### src/rtl/demux_pkg.sv
// demux_pkg: shared parameter defaults and slot-state encoding for demux1to2_stage.
// The skid-buffer slot variant (macro DEMUX_SKID_EN) uses EMPTY/ONE/TWO, the plain slot uses EMPTY/FULL.
package demux_pkg;

    localparam int DEMUX_WIDTH_DEF = 32;
    localparam int DEMUX_CNT_W_DEF = 16;

    typedef enum logic [1:0] {
        EMPTY = 2'd0,
        ONE   = 2'd1,
        TWO   = 2'd2,
        FULL  = 2'd3
    } slot_state_e;

    function automatic logic slot_has_word(input slot_state_e st);
        return st != EMPTY;
    endfunction

endpackage

### src/rtl/demux_slot.sv
// demux_slot: per-port output buffer of the 1-to-2 demux, one or two entries deep.
// DEMUX_SKID_EN defined: two-entry skid slot with registered wr_ready; undefined: single entry.
//
// state | meaning
// EMPTY | no word held, rd_valid low
// ONE   | head entry holds a word (skid build)
// TWO   | head and skid entries both hold words, wr_ready low (skid build)
// FULL  | single entry holds a word (plain build)
module demux_slot
    import demux_pkg::*;
#(
    parameter int WIDTH = DEMUX_WIDTH_DEF
) (
    input  logic             clk,
    input  logic             rst,
    input  logic             flush,
    input  logic             wr_en,
    input  logic [WIDTH-1:0] wr_data,
    output logic             wr_ready,
    output logic             rd_valid,
    output logic [WIDTH-1:0] rd_data,
    input  logic             rd_ready
);

    slot_state_e      state_q, state_d;
    logic [WIDTH-1:0] head_q, head_d;
    logic             valid_q, valid_d;
    logic             rd_fire;

    assign rd_fire  = valid_q & rd_ready;
    assign rd_valid = valid_q;
    assign rd_data  = head_q;

`ifdef DEMUX_SKID_EN

    logic [WIDTH-1:0] skid_q, skid_d;
    logic             ready_q, ready_d;

    always_comb begin
        state_d = state_q;
        head_d  = head_q;
        skid_d  = skid_q;
        unique case (state_q)
            EMPTY: begin
                if (wr_en) begin
                    head_d  = wr_data;
                    state_d = ONE;
                end
            end
            ONE: begin
                if (wr_en && rd_fire) begin
                    head_d = wr_data;
                end else if (wr_en) begin
                    skid_d  = wr_data;
                    state_d = TWO;
                end else if (rd_fire) begin
                    state_d = EMPTY;
                end
            end
            TWO: begin
                // wr_ready is low here, so only a drain can move the slot
                if (rd_fire) begin
                    head_d  = skid_q;
                    state_d = ONE;
                end
            end
            default: state_d = EMPTY;
        endcase
        if (flush) begin
            state_d = EMPTY;
        end
        valid_d = slot_has_word(state_d);
        ready_d = (state_d != TWO);
    end

    // ready_q resets high; the top level masks in_ready while rst is asserted
    always_ff @(posedge clk) begin
        if (rst) begin
            state_q <= EMPTY;
            head_q  <= '0;
            skid_q  <= '0;
            valid_q <= 1'b0;
            ready_q <= 1'b1;
        end else begin
            state_q <= state_d;
            head_q  <= head_d;
            skid_q  <= skid_d;
            valid_q <= valid_d;
            ready_q <= ready_d;
        end
    end

    assign wr_ready = ready_q;

`else

    always_comb begin
        state_d = state_q;
        head_d  = head_q;
        unique case (state_q)
            EMPTY: begin
                if (wr_en) begin
                    head_d  = wr_data;
                    state_d = FULL;
                end
            end
            FULL: begin
                // a write into FULL is only offered alongside a drain
                if (wr_en) begin
                    head_d = wr_data;
                end else if (rd_fire) begin
                    state_d = EMPTY;
                end
            end
            default: state_d = EMPTY;
        endcase
        if (flush) begin
            state_d = EMPTY;
        end
        valid_d = slot_has_word(state_d);
    end

    always_ff @(posedge clk) begin
        if (rst) begin
            state_q <= EMPTY;
            head_q  <= '0;
            valid_q <= 1'b0;
        end else begin
            state_q <= state_d;
            head_q  <= head_d;
            valid_q <= valid_d;
        end
    end

    assign wr_ready = ~valid_q | rd_ready;

`endif

endmodule

### src/rtl/demux1to2_stage.sv
// demux1to2_stage: routes each accepted word to out0 or out1 by in_sel, with per-port transfer counters.
// Build option DEMUX_SKID_EN selects two-entry skid slots with a registered in_ready.
module demux1to2_stage
    import demux_pkg::*;
#(
    parameter int WIDTH = DEMUX_WIDTH_DEF,
    parameter int CNT_W = DEMUX_CNT_W_DEF
) (
    input  logic             clk,
    input  logic             rst,
    input  logic [WIDTH-1:0] in_data,
    input  logic             in_sel,
    input  logic             in_valid,
    output logic             in_ready,
    input  logic             flush,
    output logic [WIDTH-1:0] out0_data,
    output logic             out0_valid,
    input  logic             out0_ready,
    output logic [WIDTH-1:0] out1_data,
    output logic             out1_valid,
    input  logic             out1_ready,
    output logic [CNT_W-1:0] cnt0,
    output logic [CNT_W-1:0] cnt1
);

    logic             slot0_wr_ready;
    logic             slot1_wr_ready;
    logic             sel_ready;
    logic             accept;
    logic             wr0;
    logic             wr1;
    logic             xfer0;
    logic             xfer1;
    logic [CNT_W-1:0] cnt0_q, cnt0_d;
    logic [CNT_W-1:0] cnt1_q, cnt1_d;

    // in_ready looks only at the selected slot so a stalled other port never blocks
    always_comb begin
        sel_ready = in_sel ? slot1_wr_ready : slot0_wr_ready;
        in_ready  = sel_ready & ~rst & ~flush;
        accept    = in_valid & in_ready;
        wr0       = accept & ~in_sel;
        wr1       = accept & in_sel;
        xfer0     = out0_valid & out0_ready & ~flush;
        xfer1     = out1_valid & out1_ready & ~flush;
        cnt0_d    = cnt0_q + {{(CNT_W-1){1'b0}}, xfer0};
        cnt1_d    = cnt1_q + {{(CNT_W-1){1'b0}}, xfer1};
    end

    always_ff @(posedge clk) begin
        if (rst) begin
            cnt0_q <= '0;
            cnt1_q <= '0;
        end else begin
            cnt0_q <= cnt0_d;
            cnt1_q <= cnt1_d;
        end
    end

    assign cnt0 = cnt0_q;
    assign cnt1 = cnt1_q;

    demux_slot #(
        .WIDTH (WIDTH)
    ) u_slot0 (
        .clk      (clk),
        .rst      (rst),
        .flush    (flush),
        .wr_en    (wr0),
        .wr_data  (in_data),
        .wr_ready (slot0_wr_ready),
        .rd_valid (out0_valid),
        .rd_data  (out0_data),
        .rd_ready (out0_ready)
    );

    demux_slot #(
        .WIDTH (WIDTH)
    ) u_slot1 (
        .clk      (clk),
        .rst      (rst),
        .flush    (flush),
        .wr_en    (wr1),
        .wr_data  (in_data),
        .wr_ready (slot1_wr_ready),
        .rd_valid (out1_valid),
        .rd_data  (out1_data),
        .rd_ready (out1_ready)
    );

endmodule

### config.mk
export PLATFORM = sky130hd
export DESIGN_NAME = demux1to2_stage
export DESIGN_NICKNAME = d
export VERILOG_FILES = /design/src/rtl/demux_pkg.sv /design/src/rtl/demux_slot.sv /design/src/rtl/demux1to2_stage.sv
export SDC_FILE = /design/constraint.sdc
export NUM_CORES = 1
export LEC_CHECK = 0
export ABC_AREA = 1
export CORE_ASPECT_RATIO = 0.6
export CORE_MARGIN = 2
export CORE_UTILIZATION = 46
export CTS_CLUSTER_DIAMETER = 30
export DETAILED_ROUTE_END_ITERATION = 7
export GPL_TIMING_DRIVEN = 0
export PLACE_DENSITY = 0.87
export SYNTH_ARGS = -nofsm -noshare
export SYNTH_HDL_FRONTEND = slang
export SYNTH_SLANG_ARGS = --single-unit
### constraint.sdc
create_clock -name clk -period 2.1 [get_ports clk]
set_input_delay 0.42 -clock clk [delete_from_list [all_inputs] [get_ports clk]]
set_output_delay 0.42 -clock clk [all_outputs]
set_load 0.05 [all_outputs]
==> out/results.tsv <==
metric	value	unit
outcome	finished, final reports clean	
skew	0.005879	ns
grt_pass1_wl	20590	microns
clock_latency	0.34	ns
worstPathCellList	clkdlybuf4s50_1	
ff2ff_setup_slack	0.23	ns
p_per_area	677.4	nW/um^2
grt_usage	25.60	%
reg2regPathDepth	11	
fmax	0.4846	GHz
wl	13110	microns
drtPass1Iterations	5	
async_flop_share	0	%
slew_headroom	54.08	%
n_antenna_cell	0	
worst_path_largest_cell_delay	0.85	ns
layout.cells.most_common	clkdlybuf4s50_1	
io_buffer_count	135	
use_met1	35.35	%
finalCritPeriodShare	98.27	%
power	4.257	mW
wire_per_inst	15.50	microns
die_h	79.10	microns
clk_pin_slew	0.07	ns
drv_slew	0	
antenna_found_initial	0	
cts_buffer_depth	2	
syn_inst	561	
grt_pass1_vias	4101	
post_synth.cell_area_avg	7.708	sq um
power.internal	3.244	mW
overflow	0	
numCtsBuffers	9	
path_buf_inv	1	
syn_to_final_growth	45.34	%
crit_start	cnt1[4]	
worstSetupPathDepth	1	
top_usage_layer	met2	
synth_warnings	0	
power.switching	1.013	mW
final_nets	758	
hold_ws	0.4447	ns
grt_max_degree	17	
maxCapViolCount	0	
synth_area	4324	sq um
globalRouteMet2Util	40.11	%
p_seq_share	46.5	%
timing.rr.end	cnt1[10]	
use_met3	5.863	%
path_class	reg -> out	
setup.worst_path.end	cnt1[4]	
cts_tree	yes	
cp_max_fo	5	
core-area	9155	sq um
synth_edf_count	0	
required	1.68	ns
grt_setup_unrepaired	yes	
first_iter_violations	430	
yosysSeqAreaShare	47.22	%
final_cell_mix	134 x clkdlybuf4s50_1, 122 x nand2_1, 101 x dfxtp_1, 80 x a21oi_1, 68 x nand4_1	
cts_root_buf	clkbuf_16	
syn-num-nets	608	
ios	138	
via_count	4417	
die_area	10220	sq um
cp_slowest_cell	clkdlybuf4s50_1	
cts_sinks	102	
min_path_type	in -> reg	
p_comb_share	10.3	%
critPathCaptureType	primary output	
final-setup-viol-count	0	
vias_per_cell	5.221	
rows	27	
htree_num_levels	3	
critPathLaunchType	flop	
ant_nets	0	
initial_core_util	47.23	%
dpl.hpwl	9913	microns
peakVddDrop	499.5	uV
yosysUniqueCellTypes	31	
pwr-share-clk	43.2	%
cp_top_family	buffers and inverters	
period_needed	2.064	ns
cp.arrival	1.64	ns
p_leak	2.260	nW
gp_congestion	0.9327	
layout-drive-gt1-share	10.61	%
ys_seq_elements	102	
synth_ff_type	dfxtp_1	
switching_share	23.80	%
r2r-start	u_slot1.rd_valid	
die_w	129.2	microns
worst_slew_pin_slew	0.6888	ns
final_hold_viol_count	0	
drc	0	
-- metrics by stage --
stage                     setup slack, ns  utilization, %  area (sq um)  instances  TNS [ns]
after floorplan                   0.05343               -          4325        561         0
after global placement            -0.4186           63.78          5839        826    -4.129
after detailed placement          -0.4964           63.78          5839        826    -5.246
after CTS                        0.002925           67.73          6201        842         0
after global routing             -0.05997           68.65          6285        846   -0.1735
final                             0.03638           68.65          6285        846         0
-- power groups by stage --
stage | Combinational [mW] | Clock (mW) | Sequential, mW
final | 0.439 | 1.84 | 1.98
after global placement | 0.425 | 0 | 2.02
after global routing | 0.465 | 1.95 | 1.98
after detailed placement | 0.434 | 0 | 2.02
after floorplan | 0.153 | 0 | 2.11
after CTS | 0.436 | 1.87 | 1.98
-- kinds of logic after synthesis --
group	after synthesis	share of synthesized area (%)
buffers and inverters	87	10.10
adders and majority gates	8	2.315
AOI/OAI and AO/OA	97	11.34
xor gates and xnor gates	2	0.4052
and+or+nand+nor	265	28.62
DFF	102	47.22
-- cell type report --
| type | instances | area, sq um |
|---|---|---|
| Fill cell | 747 | 2870 |
| Buffer | 37 | 247.7 |
| Timing Repair Buffer | 139 | 1376 |
| Tap cell | 130 | 162.7 |
| Sequential cell | 102 | 2043 |
| Clock buffer | 12 | 256.5 |
| Multi-Input combinational cell | 372 | 1932 |
| Clock inverter | 4 | 77.57 |
| Inverter | 50 | 188.9 |
-- registers in the layout (all words and copies together), names as in the netlist --
name              count
u_slot0.rd_data      32
u_slot1.rd_data      32
cnt0                 16
cnt1                 16
u_slot0.state_q       2
u_slot1.state_q       2
u_slot0.rd_valid      1
u_slot1.rd_valid      1
-- synth_stat cells (6+ instances only) --
cell	number	area share [%]
nor2_1	44	3.8
buf_8	6	2.1
nor3_1	9	1.0
nand2_1	124	11
nand4_1	68	9.8
a21oi_1	80	9.3
nand3_1	10	1.2
o21ai_0	10	1.2
dfxtp_1	102	47
clkbuf_1	12	1.0
ha_1	8	2.3
inv_1	43	3.7
buf_2	17	2.0
-- what timing repair did --
item / in CTS / in global routing
pin swaps: 0 / 6
hold buffers: 0 / 0
setup endpoints to repair: 6 / 11
setup buffers: 0 / 4
resized for setup: 12 / 17
cloned: 0 / 0
-- worst min-delay path by stage --
stage / to / start / slack, ns / depth (start not counted)
final: u_slot1.rd_data[11] / in_sel / 0.44 / 3
after global routing: u_slot1.rd_data[10] / in_sel / 0.47 / 3
after CTS: u_slot1.rd_data[11] / in_sel / 0.44 / 3
after detailed placement: u_slot1.rd_data[29] / u_slot1.rd_data[29] / 0.45 / 2
after global placement: u_slot1.rd_data[9] / u_slot1.rd_data[9] / 0.45 / 2
after floorplan: u_slot0.rd_data[0] / in_data[0] / 0.59 / 2
-- per-layer routing --
layer	vias up	part of all wire, %
met1	2044	46
met4	0	1.5
met5	-	0
met2	165	45
met3	19	7.2
li1	2189	-
No activity file was read; power rests on OpenSTA's default activity.
